==> config.mk <==
export PLATFORM = sky130hd
export DESIGN_NAME = hazard_fwd_unit
export DESIGN_NICKNAME = d
export VERILOG_FILES = /design/src/rtl/core_pkg.sv /design/src/rtl/hazard_fwd_sel.sv /design/src/rtl/hazard_fwd_unit.sv
export SDC_FILE = /design/constraint.sdc
export NUM_CORES = 1
export LEC_CHECK = 0
export CAP_MARGIN = 40
export CELL_PAD_IN_SITES_DETAIL_PLACEMENT = 1
export CELL_PAD_IN_SITES_GLOBAL_PLACEMENT = 1
export CORE_ASPECT_RATIO = 1.1
export CORE_UTILIZATION = 33
export CTS_CLUSTER_DIAMETER = 30
export DETAILED_ROUTE_END_ITERATION = 10
export PLACE_DENSITY_LB_ADDON = 0.15
export SETUP_SLACK_MARGIN = 0.2
export SLEW_MARGIN = 10
export SYNTH_ARGS = -nofsm -noshare
export SYNTH_HDL_FRONTEND = slang
export SYNTH_HIERARCHICAL = 1
export SYNTH_SLANG_ARGS = --single-unit
==> constraint.sdc <==
create_clock -name clk -period 3.1 [get_ports clk]
set_input_delay 0.465 -clock clk [delete_from_list [all_inputs] [get_ports clk]]
set_output_delay 0.465 -clock clk [all_outputs]
set_load 0.02 [all_outputs]
==> src/rtl/core_pkg.sv <==
// Shared hazard/forwarding definitions for the RV32I core: optype and forward-select
// encodings plus the shadow-pipeline entry tracked for the EX and MEM stages.
package core_pkg;

  localparam int HZ_REG_AW = 5;
  localparam int HZ_FWD_W  = 2;

  localparam logic [1:0] HZ_NONE = 2'b00;
  localparam logic [1:0] HZ_ALU  = 2'b01;
  localparam logic [1:0] HZ_LOAD = 2'b10;
  localparam logic [1:0] HZ_BR   = 2'b11;

  localparam logic [1:0] FWD_RF      = 2'b00;
  localparam logic [1:0] FWD_EX      = 2'b01;
  localparam logic [1:0] FWD_MEM_ALU = 2'b10;
  localparam logic [1:0] FWD_MEM_LD  = 2'b11;

  typedef struct packed {
    logic                 wr;
    logic                 is_load;
    logic [HZ_REG_AW-1:0] rd;
  } shadow_t;

  localparam shadow_t SHADOW_BUBBLE = '0;

  function automatic logic is_load_op(input logic [1:0] optype);
    return optype == HZ_LOAD;
  endfunction

endpackage

==> src/rtl/hazard_fwd_sel.sv <==
// Per-source producer match and forward-select priority (EX over MEM).
// Also flags a match against a load still in EX, which drives the load-use stall.
module hazard_fwd_sel
  import core_pkg::*;
#(
  parameter int REG_AW = HZ_REG_AW,
  parameter int FWD_W  = HZ_FWD_W
) (
  input  logic [REG_AW-1:0] rs_i,
  input  logic              use_i,
  input  shadow_t           ex_i,
  input  shadow_t           mem_i,
  output logic [FWD_W-1:0]  sel_o,
  output logic              ld_hit_o
);

  logic match_ex;
  logic match_mem;

  // x0 is hardwired zero, so a write to it never produces a forwardable value
  assign match_ex  = use_i & ex_i.wr  & (ex_i.rd  != '0) & (ex_i.rd  == rs_i);
  assign match_mem = use_i & mem_i.wr & (mem_i.rd != '0) & (mem_i.rd == rs_i);

  always_comb begin
    sel_o = FWD_RF;
    if (match_ex && !ex_i.is_load) begin
      sel_o = FWD_EX;
    end else if (match_mem && !mem_i.is_load) begin
      sel_o = FWD_MEM_ALU;
    end else if (match_mem) begin
      sel_o = FWD_MEM_LD;
    end
  end

  assign ld_hit_o = match_ex & ex_i.is_load;

endmodule

==> src/rtl/hazard_fwd_unit.sv <==
// ID-stage hazard unit: shadow EX/MEM producer tracking, forward selects, load-use stall
// and redirect flush. Define HAZARD_PERF_EN to add stall_cnt/flush_cnt event counters.
module hazard_fwd_unit
  import core_pkg::*;
#(
  parameter int REG_AW = HZ_REG_AW,
  parameter int FWD_W  = HZ_FWD_W
) (
  input  logic              clk,
  input  logic              rst_n,
  input  logic [1:0]        optype_ID,
  input  logic              valid_ID,
  input  logic              RegWrite_ID,
  input  logic [REG_AW-1:0] rd_ID,
  input  logic [REG_AW-1:0] rs1_ID,
  input  logic [REG_AW-1:0] rs2_ID,
  input  logic              rs1use_ID,
  input  logic              rs2use_ID,
  input  logic              redirect_ID,
  output logic [FWD_W-1:0]  forward_ctrl_A,
  output logic [FWD_W-1:0]  forward_ctrl_B,
  output logic              PC_EN_IF,
  output logic              reg_FD_EN,
  output logic              reg_FD_flush,
  output logic              reg_DE_flush
`ifdef HAZARD_PERF_EN
  ,
  output logic [31:0]       stall_cnt,
  output logic [31:0]       flush_cnt
`endif
);

  shadow_t ex_q, ex_d;
  shadow_t mem_q;
  logic    ld_hit_a, ld_hit_b;
  logic    stall;

  hazard_fwd_sel #(.REG_AW(REG_AW), .FWD_W(FWD_W)) u_sel_a (
    .rs_i     (rs1_ID),
    .use_i    (rs1use_ID),
    .ex_i     (ex_q),
    .mem_i    (mem_q),
    .sel_o    (forward_ctrl_A),
    .ld_hit_o (ld_hit_a)
  );

  hazard_fwd_sel #(.REG_AW(REG_AW), .FWD_W(FWD_W)) u_sel_b (
    .rs_i     (rs2_ID),
    .use_i    (rs2use_ID),
    .ex_i     (ex_q),
    .mem_i    (mem_q),
    .sel_o    (forward_ctrl_B),
    .ld_hit_o (ld_hit_b)
  );

  assign stall = valid_ID & (ld_hit_a | ld_hit_b);

  // A stall always inserts the ID/EX bubble, so stall alone decides what EX captures
  always_comb begin
    ex_d = SHADOW_BUBBLE;
    if (!stall) begin
      ex_d.wr      = RegWrite_ID & valid_ID;
      ex_d.is_load = is_load_op(optype_ID);
      ex_d.rd      = rd_ID;
    end
  end

  always_ff @(posedge clk or negedge rst_n) begin
    if (!rst_n) begin
      ex_q  <= SHADOW_BUBBLE;
      mem_q <= SHADOW_BUBBLE;
    end else begin
      ex_q  <= ex_d;
      mem_q <= ex_q;
    end
  end

  assign PC_EN_IF     = ~stall;
  assign reg_FD_EN    = ~stall;
  assign reg_DE_flush = stall;
  assign reg_FD_flush = rst_n & valid_ID & redirect_ID & ~stall;

`ifdef HAZARD_PERF_EN
  logic [31:0] stall_cnt_q, flush_cnt_q;

  always_ff @(posedge clk or negedge rst_n) begin
    if (!rst_n) begin
      stall_cnt_q <= '0;
      flush_cnt_q <= '0;
    end else begin
      if (stall)        stall_cnt_q <= stall_cnt_q + 32'd1;
      if (reg_FD_flush) flush_cnt_q <= flush_cnt_q + 32'd1;
    end
  end

  assign stall_cnt = stall_cnt_q;
  assign flush_cnt = flush_cnt_q;
`endif

endmodule
# Word level (Yosys, flattened, before mapping)
# Index checks and enable logic that the tools add are counted.
# word_totals
reg_bits	14
# op_classes
eq_ne	5
n_mux	7
bitwise	21
reduce_logical	8
# op_table
operator	n
$eq A5 B5 Y1	4
$and A1 B1 Y1	19
$mux W2	6
$reduce_bool A5 Y1	2
$mux W7	1
$logic_and A1 B1 Y1	4
$eq A2 B2 Y1 const B	1
$logic_not A1 Y1	2
$not A1 Y1	1
$or A1 B1 Y1	1

# Longest topological paths before layout
# logic_depth
ltp_word	8
depth_mapped	6

# Cells and area by module
# Netlist, hierarchy kept.
# by_module_without_submodules
module	instances	cells_each	area_each_um2
hazard_fwd_unit	1	26	442.9
hazard_fwd_sel	2	26	177.7

# Least setup slack after synthesis
# OpenSTA, ideal clock, no wires.
# synth_path
path_type	in2out
from	in rs2_ID[4]
to	out reg_FD_flush
t_arrival_ps	1735
slack_ps	900
path_stages	6
cell_sequence	xor2_1 > nor4_1 > nand4_1 > nor3_1 > nor2_1 > and4_1
# synth_between
elab_chain_len	7
# synth_rtl
element	line_no	text
start, declared	hazard_fwd_unit.sv:16	input logic [REG_AW-1:0] rs2_ID,
$eq A5 B5 Y1	hazard_fwd_sel.sv:21	assign match_ex = use_i & ex_i.wr & (ex_i.rd != '0) & (ex_i.rd == rs_i);
$and A1 B1 Y1	hazard_fwd_sel.sv:21	
$and A1 B1 Y1	hazard_fwd_sel.sv:35	assign ld_hit_o = match_ex & ex_i.is_load;
net ld_hit_b	hazard_fwd_unit.sv:35	logic ld_hit_a, ld_hit_b;
$or A1 B1 Y1	hazard_fwd_unit.sv:56	assign stall = valid_ID & (ld_hit_a | ld_hit_b);
$and A1 B1 Y1	hazard_fwd_unit.sv:56	
$not A1 Y1	hazard_fwd_unit.sv:81	assign reg_FD_flush = rst_n & valid_ID & redirect_ID & ~stall;
$and A1 B1 Y1	hazard_fwd_unit.sv:81	
end, declared	hazard_fwd_unit.sv:24	output logic reg_FD_flush,
# The timed path passes the listed nets, and every way through them passes these cells.

# Worst setup path after layout
# layout_path
from	in rs2_ID[4]
to	out forward_ctrl_B[0]
# layout_between
elab_chain_len	5
word_cells_on_any_way	9
cone_classes	eq/ne: 2; mux: 3; bitwise: 2; reduce/logical: 2
# layout_rtl
element	line_no	text
$eq A5 B5 Y1	hazard_fwd_sel.sv:22	assign match_mem = use_i & mem_i.wr & (mem_i.rd != '0) & (mem_i.rd == rs_i);
$and A1 B1 Y1	hazard_fwd_sel.sv:22	
$mux W2 / $logic_and A1 B1 Y1 (equally long branches)	hazard_fwd_sel.sv:30, hazard_fwd_sel.sv:28	
$mux W2	hazard_fwd_sel.sv:28	end else if (match_mem && !mem_i.is_load) begin
$mux W2 (*)	hazard_fwd_sel.sv:26	if (match_ex && !ex_i.is_load) begin
end, declared	hazard_fwd_unit.sv:21	output logic [FWD_W-1:0] forward_ctrl_B,
# Mark *: on every way between the ends. The rest lies on a longest branch, timed or not.

==> qor.txt <==
Status - complete, no violations
Row cnt - 18
Routability cong. - 0.834
Hold Path Class - flop to flop
Grt met2 use - 35.4%
Comb pwr share - 20.2%
Leading area contributor after synthesis - dfrtp_1
Initial core utilization - 35.1%
Die Span Y - 53.6 um
FF+latch count, synth - 14
Die W - 48.9 um
CP Buf/Inv Count - 4
I/O Buffers - 31
Worst IR Drop VDD - 254 uV
Endpoint, Worst Hold - mem_q[6]
Top Ports - 32
Remaining antenna violation count - 0
Reg2Reg Setup Slack - 1.05 ns
Deepest clock path buffer count - 2
Pre-antenna DRT Iters - 4
CP peak stage delay - 0.44 ns
Crit share post-route - 91.5%
Pwr/cell area - 329 mW/mm^2
Routed WL - 2.11 mm
Maxcap violations - 0
Share of layout cells above drive strength 1 - 23.4%
Top Usage Layer GRT - met2
Core Box Area - 0.00227 mm^2
Commonest cells post-synth - dfrtp_1, xnor2_1, xor2_1
Largest net degree at the start of global routing - 15
PnR Total Power - 414 uW
Clock share of power - 30.7%
Post-synthesis cell type count - 20
DPL Wire Length - 1.76 mm
Synthesis-to-layout area growth - 57.8%
Ys flop type - dfrtp_1
Min Tclk post-route - 2.84 ns
R2R Path End - ex_q[2]
Synth Instances - 78
CTS tree - done
Layout Nets - 149
FILL cells - 259
Worst skew pair latency - 0.27 ns
Initial antenna violation count - 0
Most numerous cell in the Yosys netlist - dfrtp_1
Most frequent CP cell - buf_4
Fin. Hold Viols - 0
P_sw - 99.8 uW
Post-Syn Area - 798 um^2
CP required - 2.63 ns
Hold Startpoint - ex_q[6]
CTS root buf - clkbuf_4
CP startpoint kind - input pin
Met1 Track Usage GR - 18.9%
Max Slew Vio Count - 0
CP top delay family - buffers and inverters
Synth top area share - 43.9%
CTS Sinks - 14
Critical path's slowest cell - clkdlybuf4s50_1
GRT overflow - 0
Vias in the first global route - 774
Top cells by area, synth - dfrtp_1, xnor2_1, xor2_1
Post-CTS Hold Fix Bufs - 0
Yosys warnings - 6
Slew @ Worst Pin - 0.307 ns
RR Startpoint - ex_q[2]
FF-to-FF path depth - 8
RSZ-0062 raised after global routing - true
Leak pwr - 0.000568 uW
CP arrival - 2.37 ns
Final Util - 55.4%
Total CTS buffers - 3
DP Area - 0.00121 mm^2
CP Cell Sequence - clkdlybuf4s50_1, xor2_1, nor4_2, nand4_1, buf_4, buf_4, o21ai_0, dlygate4sd2_1
Crit Path Category - input pin to output port
Relative slew slack - 79.3%
Htree depth - 1
Hold slack - 0.424 ns
Antenna diodes - 0
Final Cell Area - 0.00126 mm^2
Final setup fails - 0
Syn_area_per_cell - 10.2 um^2
Crit-path max FO - 2
Vias per cell - 4.87
Initial DRC count - 4
Internal power - 314 uW
Part of the power in registers - 49.0%
Post-synthesis sequential area ratio - 43.9%
Total Die Area - 0.00262 mm^2
Fmax - 352 MHz
Hold path depth - 0
CTS clock-pin slew for the worst setup and hold paths - 0.09 ns
Ys async rst share - 100%
Post-synth EDFFs - 0
Syn nets - 102
Routed vias - 750
Drt wl/cell - 13.7 um
Met3 Use GR - 0.847%
Setup tns final - 0 ns
Total GRT Usage - 17.5%
DRC Markers - 0
Sw Share - 24.1%
Crit end category - output port
First-pass GRT wire length - 3.35 mm
Clk_skew - 0.00903 ns
[per-stage QoR]
step                      worst slack [ns]  instances
after floorplan                      0.900         78
after global placement             -0.0960        148
after detailed placement            -0.111        148
after CTS                            0.116        153
after global routing                 0.124        154
final                                0.262        154
[layout by cell type, fill, tap and decap left out, drive strengths merged]
master and n:
and4 1, o2111ai 2, nand4 2, dlymetal6s2s 1
nor2 5, xor2 8, nor3 2, buf 12
nand3 2, or4b 2, and2 5, clkbuf 8
inv 7, and3 1, or4 2, xnor2 10
o21ai 7, dlygate4sd2 3, clkdlybuf4s50 23, and3b 1
nor4 4, o211a 2, dfrtp 14
[per-layer routing]
layer	vias up	share of wire (%)
met3	2	3.7
met2	24	53
met4	0	0.62
met5	-	0
met1	357	43
li1	367	-
[layout make-up]
cell class / count / area [um^2] / area share [%]
Multi-Input combinational cell: 56 / 430 / 34.2
Timing Repair Buffer: 43 / 379 / 30.1
Sequential cell: 14 / 350 / 27.8
Tap cell: 30 / 37.5 / 2.98
Clock buffer: 4 / 36.3 / 2.88
Inverter: 7 / 26.3 / 2.09
[worst register-to-register path: stages (launching register included)]
cell and delay, ns:
dfrtp_1 0.47, xor2_1 0.20, nor4_2 0.29, nand4_1 0.20
nor3_2 0.24, buf_4 0.15, o21ai_4 0.07, buf_4 0.15
and2_2 0.18
[flip-flops by register name (all words and copies together), names as in the netlist]
signal / count
mem_q: 7
ex_q: 7
[logic make-up (layout without fill, tap and decap cells)]
group	after synthesis	after routing	share of synthesized area, %
and+or+nand+nor	27	27	21.6
xor gates and xnor gates	18	18	19.7
DFF	14	14	43.9
AOI/OAI and AO/OA	11	11	10.5
buffers and inverters	8	54	4.23
[how the worst max path moves through the flow]
| stage | from | to | slack, ns | cells past startpoint |
|---|---|---|---|---|
| after floorplan | rs2_ID[4] | reg_FD_flush | 0.90 | 6 |
| after global placement | rs2_ID[1] | reg_DE_flush | -0.1 | 9 |
| after detailed placement | rs2_ID[1] | reg_DE_flush | -0.11 | 9 |
| after CTS | rs2_ID[1] | forward_ctrl_B[1] | 0.12 | 7 |
| after global routing | rs2_ID[4] | forward_ctrl_B[0] | 0.12 | 8 |
| final | rs2_ID[4] | forward_ctrl_B[0] | 0.26 | 8 |
[timing repair]
action | 4_1_cts | 5_1_grt
pin swaps | 1 | 3
buffers inserted | 1 | 1
resized for setup | 9 | 10
endpoints found under the setup margin | 7 | 5
[power by group through the flow]
stage | registers [uW] | clock network [uW] | logic [uW]
after CTS | 203 | 132 | 83.8
after floorplan | 203 | 0 | 31.0
after global placement | 206 | 0 | 80.5
after global routing | 205 | 145 | 91.3
after detailed placement | 207 | 0 | 83.5
final | 203 | 127 | 83.8
(Power assumes the default switching activity.)
